### src/rtl/vga_timing_pkg.sv
// Shared timing types and defaults for the VGA raster generator.
// Defaults describe 640x480 @ 60 Hz with a 25.175 MHz pixel rate.
package vga_timing_pkg;

  // Horizontal defaults (pixels)
  localparam int unsigned VGA_H_ACTIVE = 640;
  localparam int unsigned VGA_H_FP     = 16;
  localparam int unsigned VGA_H_SYNC   = 96;
  localparam int unsigned VGA_H_BP     = 48;

  // Vertical defaults (lines)
  localparam int unsigned VGA_V_ACTIVE = 480;
  localparam int unsigned VGA_V_FP     = 10;
  localparam int unsigned VGA_V_SYNC   = 2;
  localparam int unsigned VGA_V_BP     = 33;

  // Both syncs are active-low in the classic 640x480 mode
  localparam bit VGA_H_POL = 1'b0;
  localparam bit VGA_V_POL = 1'b0;

  // Wide enough for 800 pixels and 525 lines
  localparam int unsigned VGA_CW = 11;

  // One axis of raster timing. Segment order along the axis is
  // active, front porch, sync, back porch.
  typedef struct packed {
    int unsigned len_active;
    int unsigned len_fp;
    int unsigned len_sync;
    int unsigned len_bp;
    logic        pol;
  } axis_timing_t;

  // Positions per axis period (pixels per line or lines per frame)
  function automatic int unsigned axis_total(input axis_timing_t t);
    return t.len_active + t.len_fp + t.len_sync + t.len_bp;
  endfunction

endpackage

### src/rtl/vga_axis_timer.sv
// One raster axis: position counter with wrap, sync/active decode of
// the next position, and a one-clock strobe when position returns to 0.
// Chained twice (pixels, then lines) to form the full raster.
module vga_axis_timer
  import vga_timing_pkg::*;
#(
  parameter int unsigned ACTIVE = VGA_H_ACTIVE,
  parameter int unsigned FP     = VGA_H_FP,
  parameter int unsigned SYNC   = VGA_H_SYNC,
  parameter int unsigned BP     = VGA_H_BP,
  parameter bit          POL    = VGA_H_POL,
  parameter int unsigned CW     = VGA_CW
) (
  input  logic          clk,
  input  logic          rst_n,
  input  logic          advance,
  output logic [CW-1:0] count,
  output logic          sync,
  output logic          active_next,
  output logic          wrap,
  output logic          start
);

  localparam axis_timing_t TIMING = '{
    len_active: ACTIVE,
    len_fp:     FP,
    len_sync:   SYNC,
    len_bp:     BP,
    pol:        POL
  };
  localparam int unsigned TOTAL = axis_total(TIMING);

  // Segment boundaries expressed in counter width
  localparam logic [CW-1:0] LAST       = CW'(TOTAL - 1);
  localparam logic [CW-1:0] ACTIVE_END = CW'(ACTIVE);
  localparam logic [CW-1:0] SYNC_BEGIN = CW'(ACTIVE + FP);
  localparam logic [CW-1:0] SYNC_END   = CW'(ACTIVE + FP + SYNC);

  // Elaboration-time sanity: every segment present, counter wide enough
  if (ACTIVE == 0 || FP == 0 || SYNC == 0 || BP == 0) begin : g_bad_segment
    $error("vga_axis_timer: every timing segment must be nonzero");
  end
  if (CW == 0 || CW > 31 || TOTAL > (32'd1 << CW)) begin : g_bad_width
    $error("vga_axis_timer: CW too narrow for axis total");
  end

  logic [CW-1:0] count_next;
  logic          at_last;
  logic          in_sync_next;

  assign at_last = (count == LAST);

  // Carry into the next axis: this axis is leaving its last position
  assign wrap = advance && at_last;

  // Next position: step when advanced, wrapping from the last position
  always_comb begin
    count_next = count;
    if (advance) begin
      count_next = at_last ? '0 : count + 1'b1;
    end
  end

  // Decodes are taken on the next position so the registered flags line
  // up with the registered count in the same cycle
  assign active_next  = (count_next < ACTIVE_END);
  assign in_sync_next = (count_next >= SYNC_BEGIN) && (count_next < SYNC_END);

  // Position, sync level and return-to-zero strobe registers
  always_ff @(posedge clk or negedge rst_n) begin
    if (!rst_n) begin
      count <= LAST;
      sync  <= !POL;
      start <= 1'b0;
    end else begin
      count <= count_next;
      sync  <= in_sync_next ? POL : !POL;
      // Entering position 0 happens exactly on a wrap, so the strobe
      // lasts one clock regardless of how long advance stays high
      start <= wrap;
    end
  end

endmodule

### src/rtl/vga_timing_gen.sv
// VGA raster timing generator: horizontal and vertical axis timers
// chained through the horizontal wrap, plus the display-enable flag.
// Reset parks the raster on the last back-porch position so the first
// pixel enable lands on (0,0) and starts a complete frame.
module vga_timing_gen
  import vga_timing_pkg::*;
#(
  parameter int unsigned H_ACTIVE = VGA_H_ACTIVE,
  parameter int unsigned H_FP     = VGA_H_FP,
  parameter int unsigned H_SYNC   = VGA_H_SYNC,
  parameter int unsigned H_BP     = VGA_H_BP,
  parameter int unsigned V_ACTIVE = VGA_V_ACTIVE,
  parameter int unsigned V_FP     = VGA_V_FP,
  parameter int unsigned V_SYNC   = VGA_V_SYNC,
  parameter int unsigned V_BP     = VGA_V_BP,
  parameter bit          H_POL    = VGA_H_POL,
  parameter bit          V_POL    = VGA_V_POL,
  parameter int unsigned CW       = VGA_CW
) (
  input  logic          clk,
  input  logic          rst_n,
  input  logic          pix_en,
  output logic [CW-1:0] h_count,
  output logic [CW-1:0] v_count,
  output logic          h_sync,
  output logic          v_sync,
  output logic          de,
  output logic          line_start,
  output logic          frame_start
);

  logic h_wrap;
  logic h_active_next;
  logic v_active_next;
  logic v_wrap_unused;  // end-of-frame carry; nothing downstream chains off it

  // Pixel axis: steps on every enabled pixel clock
  vga_axis_timer #(
    .ACTIVE (H_ACTIVE),
    .FP     (H_FP),
    .SYNC   (H_SYNC),
    .BP     (H_BP),
    .POL    (H_POL),
    .CW     (CW)
  ) u_h_axis (
    .clk         (clk),
    .rst_n       (rst_n),
    .advance     (pix_en),
    .count       (h_count),
    .sync        (h_sync),
    .active_next (h_active_next),
    .wrap        (h_wrap),
    .start       (line_start)
  );

  // Line axis: steps only when the pixel axis wraps, so v_sync can only
  // change in the cycle where h_count becomes 0
  vga_axis_timer #(
    .ACTIVE (V_ACTIVE),
    .FP     (V_FP),
    .SYNC   (V_SYNC),
    .BP     (V_BP),
    .POL    (V_POL),
    .CW     (CW)
  ) u_v_axis (
    .clk         (clk),
    .rst_n       (rst_n),
    .advance     (h_wrap),
    .count       (v_count),
    .sync        (v_sync),
    .active_next (v_active_next),
    .wrap        (v_wrap_unused),
    .start       (frame_start)
  );

  // Display enable registered from both next-position decodes
  always_ff @(posedge clk or negedge rst_n) begin
    if (!rst_n) begin
      de <= 1'b0;
    end else begin
      de <= h_active_next && v_active_next;
    end
  end

endmodule

### config.mk
export PLATFORM = sky130hd
export DESIGN_NAME = vga_timing_gen
export DESIGN_NICKNAME = d
export VERILOG_FILES = /design/src/rtl/vga_timing_pkg.sv /design/src/rtl/vga_axis_timer.sv /design/src/rtl/vga_timing_gen.sv
export SDC_FILE = /design/constraint.sdc
export NUM_CORES = 1
export LEC_CHECK = 0
export ABC_AREA = 1
export CORE_MARGIN = 4
export CORE_UTILIZATION = 40
export CTS_CLUSTER_DIAMETER = 30
export DETAILED_ROUTE_END_ITERATION = 16
export GPL_TIMING_DRIVEN = 0
export HOLD_SLACK_MARGIN = 0.05
export PLACE_DENSITY_LB_ADDON = 0.3
export SKIP_LAST_GASP = 1
export SLEW_MARGIN = 25
export SYNTH_ARGS = -nofsm -noshare
export SYNTH_HDL_FRONTEND = slang
export SYNTH_SLANG_ARGS = --single-unit
### constraint.sdc
create_clock -name clk -period 1.6 [get_ports clk]
set_input_delay 0.16 -clock clk [delete_from_list [all_inputs] [get_ports clk]]
set_output_delay 0.16 -clock clk [all_outputs]
set_load 0.05 [all_outputs]
==> load_flow_metrics.sql <==
INSERT INTO impl_metrics (metric_group, metric, value, unit) VALUES
('run_status', 'run_status', 'finished with violations', ''),
('run_status', 'failed_checks', 'setup timing', ''),
('synthesis', 'syn-mean-instance-area', '6.932', 'sq um'),
('layout', 'area_growth_syn_to_layout', '36.75', '%'),
('detailed_routing', 'route.met2.wl', '2024', 'um'),
('detailed_routing', 'topmost_layer_with_routed_signal_wires', 'met4', ''),
('timing', 'finalSetupViolCount', '13', ''),
('layout', 'num-nets-final', '300', ''),
('detailed_routing', 'detailedRoute.firstIterationViolations', '88', ''),
('clock_tree', 'clk_pin_slew_worst_paths', '0.10', 'ns'),
('critical_path', 'critical_path.top_delay_family', 'simple AND/OR/NAND/NOR gates', ''),
('layout', 'insertedDiodeCount', '0', ''),
('critical_path', 'worstPathRequired', '1.81', 'ns'),
('timing', 'hold-worst-slack', '0.1645', 'ns'),
('critical_path', 'critical_path_end_type', 'flop', ''),
('placed_design', 'place.detailed.hpwl', '2844', 'um'),
('clock_tree', 'tritoncts', 'yes', ''),
('placed_design', 'postPlaceCellArea', '2098', 'sq um'),
('timing', 'total_negative_slack_for_setup_checks', '-1.382', 'ns'),
('placed_design', 'portBuffers', '28', ''),
('pwr', 'net_switching_component_of_the_power', '0.001265', 'W'),
('pwr', 'power.switching_fraction', '47.33', '%'),
('detailed_routing', 'via_count', '1644', ''),
('pwr', 'combinationalPowerShare', '46.1', '%'),
('synthesis', 'ys_top_cells_by_area', 'dfrtp_1 22%, dfstp_2 18%, nand2_1 17%', ''),
('detailed_routing', 'ant_nets', '0', ''),
('layout', 'post_route_cells_drive_above_1_share', '32.08', '%'),
('pwr', 'peakVddDrop', '940.1', 'uV'),
('clock_tree', 'numCtsBuffers', '3', ''),
('timing', 'fin_skew', '0.004297', 'ns'),
('global_route', 'grt_overflow', '0', ''),
('synthesis', 'post_synth_inst_count', '248', ''),
('critical_path', 'worst_r2r_path_depth', '11', ''),
('critical_path', 'worst_r2r_endpoint', 'u_v_axis.sync', ''),
('worst_hold_path', 'hp-class', 'input port to flop', ''),
('global_route', 'first_pass_grt_wire_length', '6720', 'um'),
('floorplan', 'die_width', '73.56', 'um'),
('global_route', 'antenna_found_initial', '0', ''),
('floorplan', 'row_count', '23', ''),
('synthesis', 'synth-edff-count', '0', ''),
('critical_path', 'cp_num_buf_inv', '3', ''),
('critical_path', 'worst_path_maximum_fanout', '5', ''),
('placed_design', 'gp_congestion', '0.8990', ''),
('clock_tree', 'insertion_delay', '0.28', 'ns'),
('flow_run', 'number_of_maximum_capacitance_violations', '0', ''),
('layout', 'final-instance-count-excl-fill', '343', ''),
('timing', 'slew_headroom', '58.64', '%'),
('layout', 'layout_commonest_cell', 'nand2_1', ''),
('critical_path', 'r2r_slack', '-0.31', 'ns'),
('detailed_routing', 'wl_met1', '1930', 'um'),
('timing', 'slew_viol_final', '0', ''),
('synthesis', 'yosys.cell_types.count', '24', ''),
('placed_design', 'numPlacedInstances', '326', ''),
('timing', 'worst-slew-pin-transition', '0.6204', 'ns'),
('timing', 'hold_viol_final', '0', ''),
('synthesis', 'synth_top_flop_cell', 'dfrtp_1', ''),
('floorplan', 'design.core.area', '4086', 'sq um'),
('timing', 'fin_crit_sh', '119.6', '%'),
('layout', 'layout_common_cells', '65 x nand2_1, 35 x inv_1, 20 x nor2_1', ''),
('floorplan', 'start_util', '42.07', '%'),
('clock_tree', 'clock_sink_count', '27', ''),
('synthesis', 'post_synthesis_net_count', '254', ''),
('global_route', 'number_of_global_route_vias_before_repair', '1500', ''),
('critical_path', 'setup.worst_path.class', 'flop to flop', ''),
('synthesis', 'synth_sequential_area_ratio', '40.17', '%'),
('timing', 'setup_slack', '-0.3132', 'ns'),
('synthesis', 'synth_largest_area_cell', 'dfrtp_1', ''),
('pwr', 'p_per_area', '1137', 'nW/um^2'),
('clock_tree', 'cts_max_level', '1', ''),
('detailed_routing', 'met3_wirelength', '157', 'um'),
('detailed_routing', 'detail_route.wl_per_cell', '12.17', 'um');
[worst register-to-register path: stages (launching register included)]
cell     delay [ns]
dfstp_4        0.65
ha_4           0.15
nand3_4        0.08
inv_4          0.08
nand4_1        0.21
buf_4          0.24
nand2_2        0.06
inv_2          0.04
nor2_4         0.07
nand2_1        0.05
nor2_1         0.13
nand3_2        0.09
[sequential cells by signal, summed over array words and instances (netlist names)]
| name | count |
|---|---|
| u_v_axis.count | 11 |
| u_v_axis.sync | 1 |
| u_h_axis.sync | 1 |
| u_h_axis.start | 1 |
| u_v_axis.start | 1 |
| de | 1 |
| u_h_axis.count | 11 |
[power by group through the flow]
| stage | sequential, W | combinational [W] | clock [W] |
|---|---|---|---|
| finish | 0.00103 | 0.00123 | 0.000412 |
| global route | 0.00104 | 0.00133 | 0.000457 |
| CTS | 0.00101 | 0.00119 | 0.000420 |
| detailed placement | 0.00102 | 0.00113 | 0 |
| global placement | 0.00102 | 0.00112 | 0 |
| floorplan | 0.00140 | 0.000415 | 0 |
[per-stage QoR]
step,power (W),worst slack (ns)
4_1_cts,0.002621,-0.2140
6_report,0.002674,-0.3132
5_1_grt,0.002827,-0.3741
2_1_floorplan,0.001810,-0.1440
3_5_place_dp,0.002148,-0.2076
3_3_place_gp,0.002139,-0.2122
[synthesized netlist by cell type (4+ instances only)]
library cell,instances
dfrtp_1,15
xor2_1,4
o21ai_0,4
nor2_2,8
nand3_1,23
nor3_1,4
inv_1,36
nor2_1,25
inv_2,8
nand4_1,9
nand2_1,76
nand2_2,4
dfstp_2,12
[routing by layer]
layer / up-vias / track usage [%]
met5: - / 0
met4: 0 / 5.634
met3: 5 / 2.326
met2: 38 / 25.49
met1: 748 / 21.48
li1: 853 / -
[worst max-delay path by stage]
stage | cells past startpoint | endpoint | slack [ns] | from
floorplan | 11 | de | -0.14 | u_h_axis.count[1]
finish | 11 | u_v_axis.sync | -0.31 | u_h_axis.count[0]
global placement | 11 | de | -0.21 | u_h_axis.count[1]
CTS | 11 | de | -0.21 | u_h_axis.count[0]
detailed placement | 11 | de | -0.21 | u_h_axis.count[1]
global route | 11 | u_v_axis.sync | -0.37 | u_h_axis.count[0]
[repair_timing]
action	in CTS	in global routing
setup endpoints to repair	33	27
endpoints found under the hold margin	15	0
pin swaps	14	8
setup buffers	11	1
gates resized for setup	41	33
gates cloned	0	1
hold buffers	1	0
[layout make-up]
cell class / instances / area, sq um
multi-input combinational: 172 / 979.7
sequential: 27 / 700.7
timing repair buffer: 41 / 360.3
inverter: 45 / 171.4
clock buffer: 4 / 45.04
buffer: 4 / 31.28
fill: 389 / 1735
tap: 50 / 62.56
[cell families after synthesis]
logic type | synth area share [%]
AOI/OAI and AO/OA | 2.329
xor gates and xnor gates | 2.038
adders and majority gates | 2.184
buffers and inverters | 11.28
DFF | 40.17
and+or+nand+nor | 41.99
No activity file was read; power rests on OpenSTA's default activity.
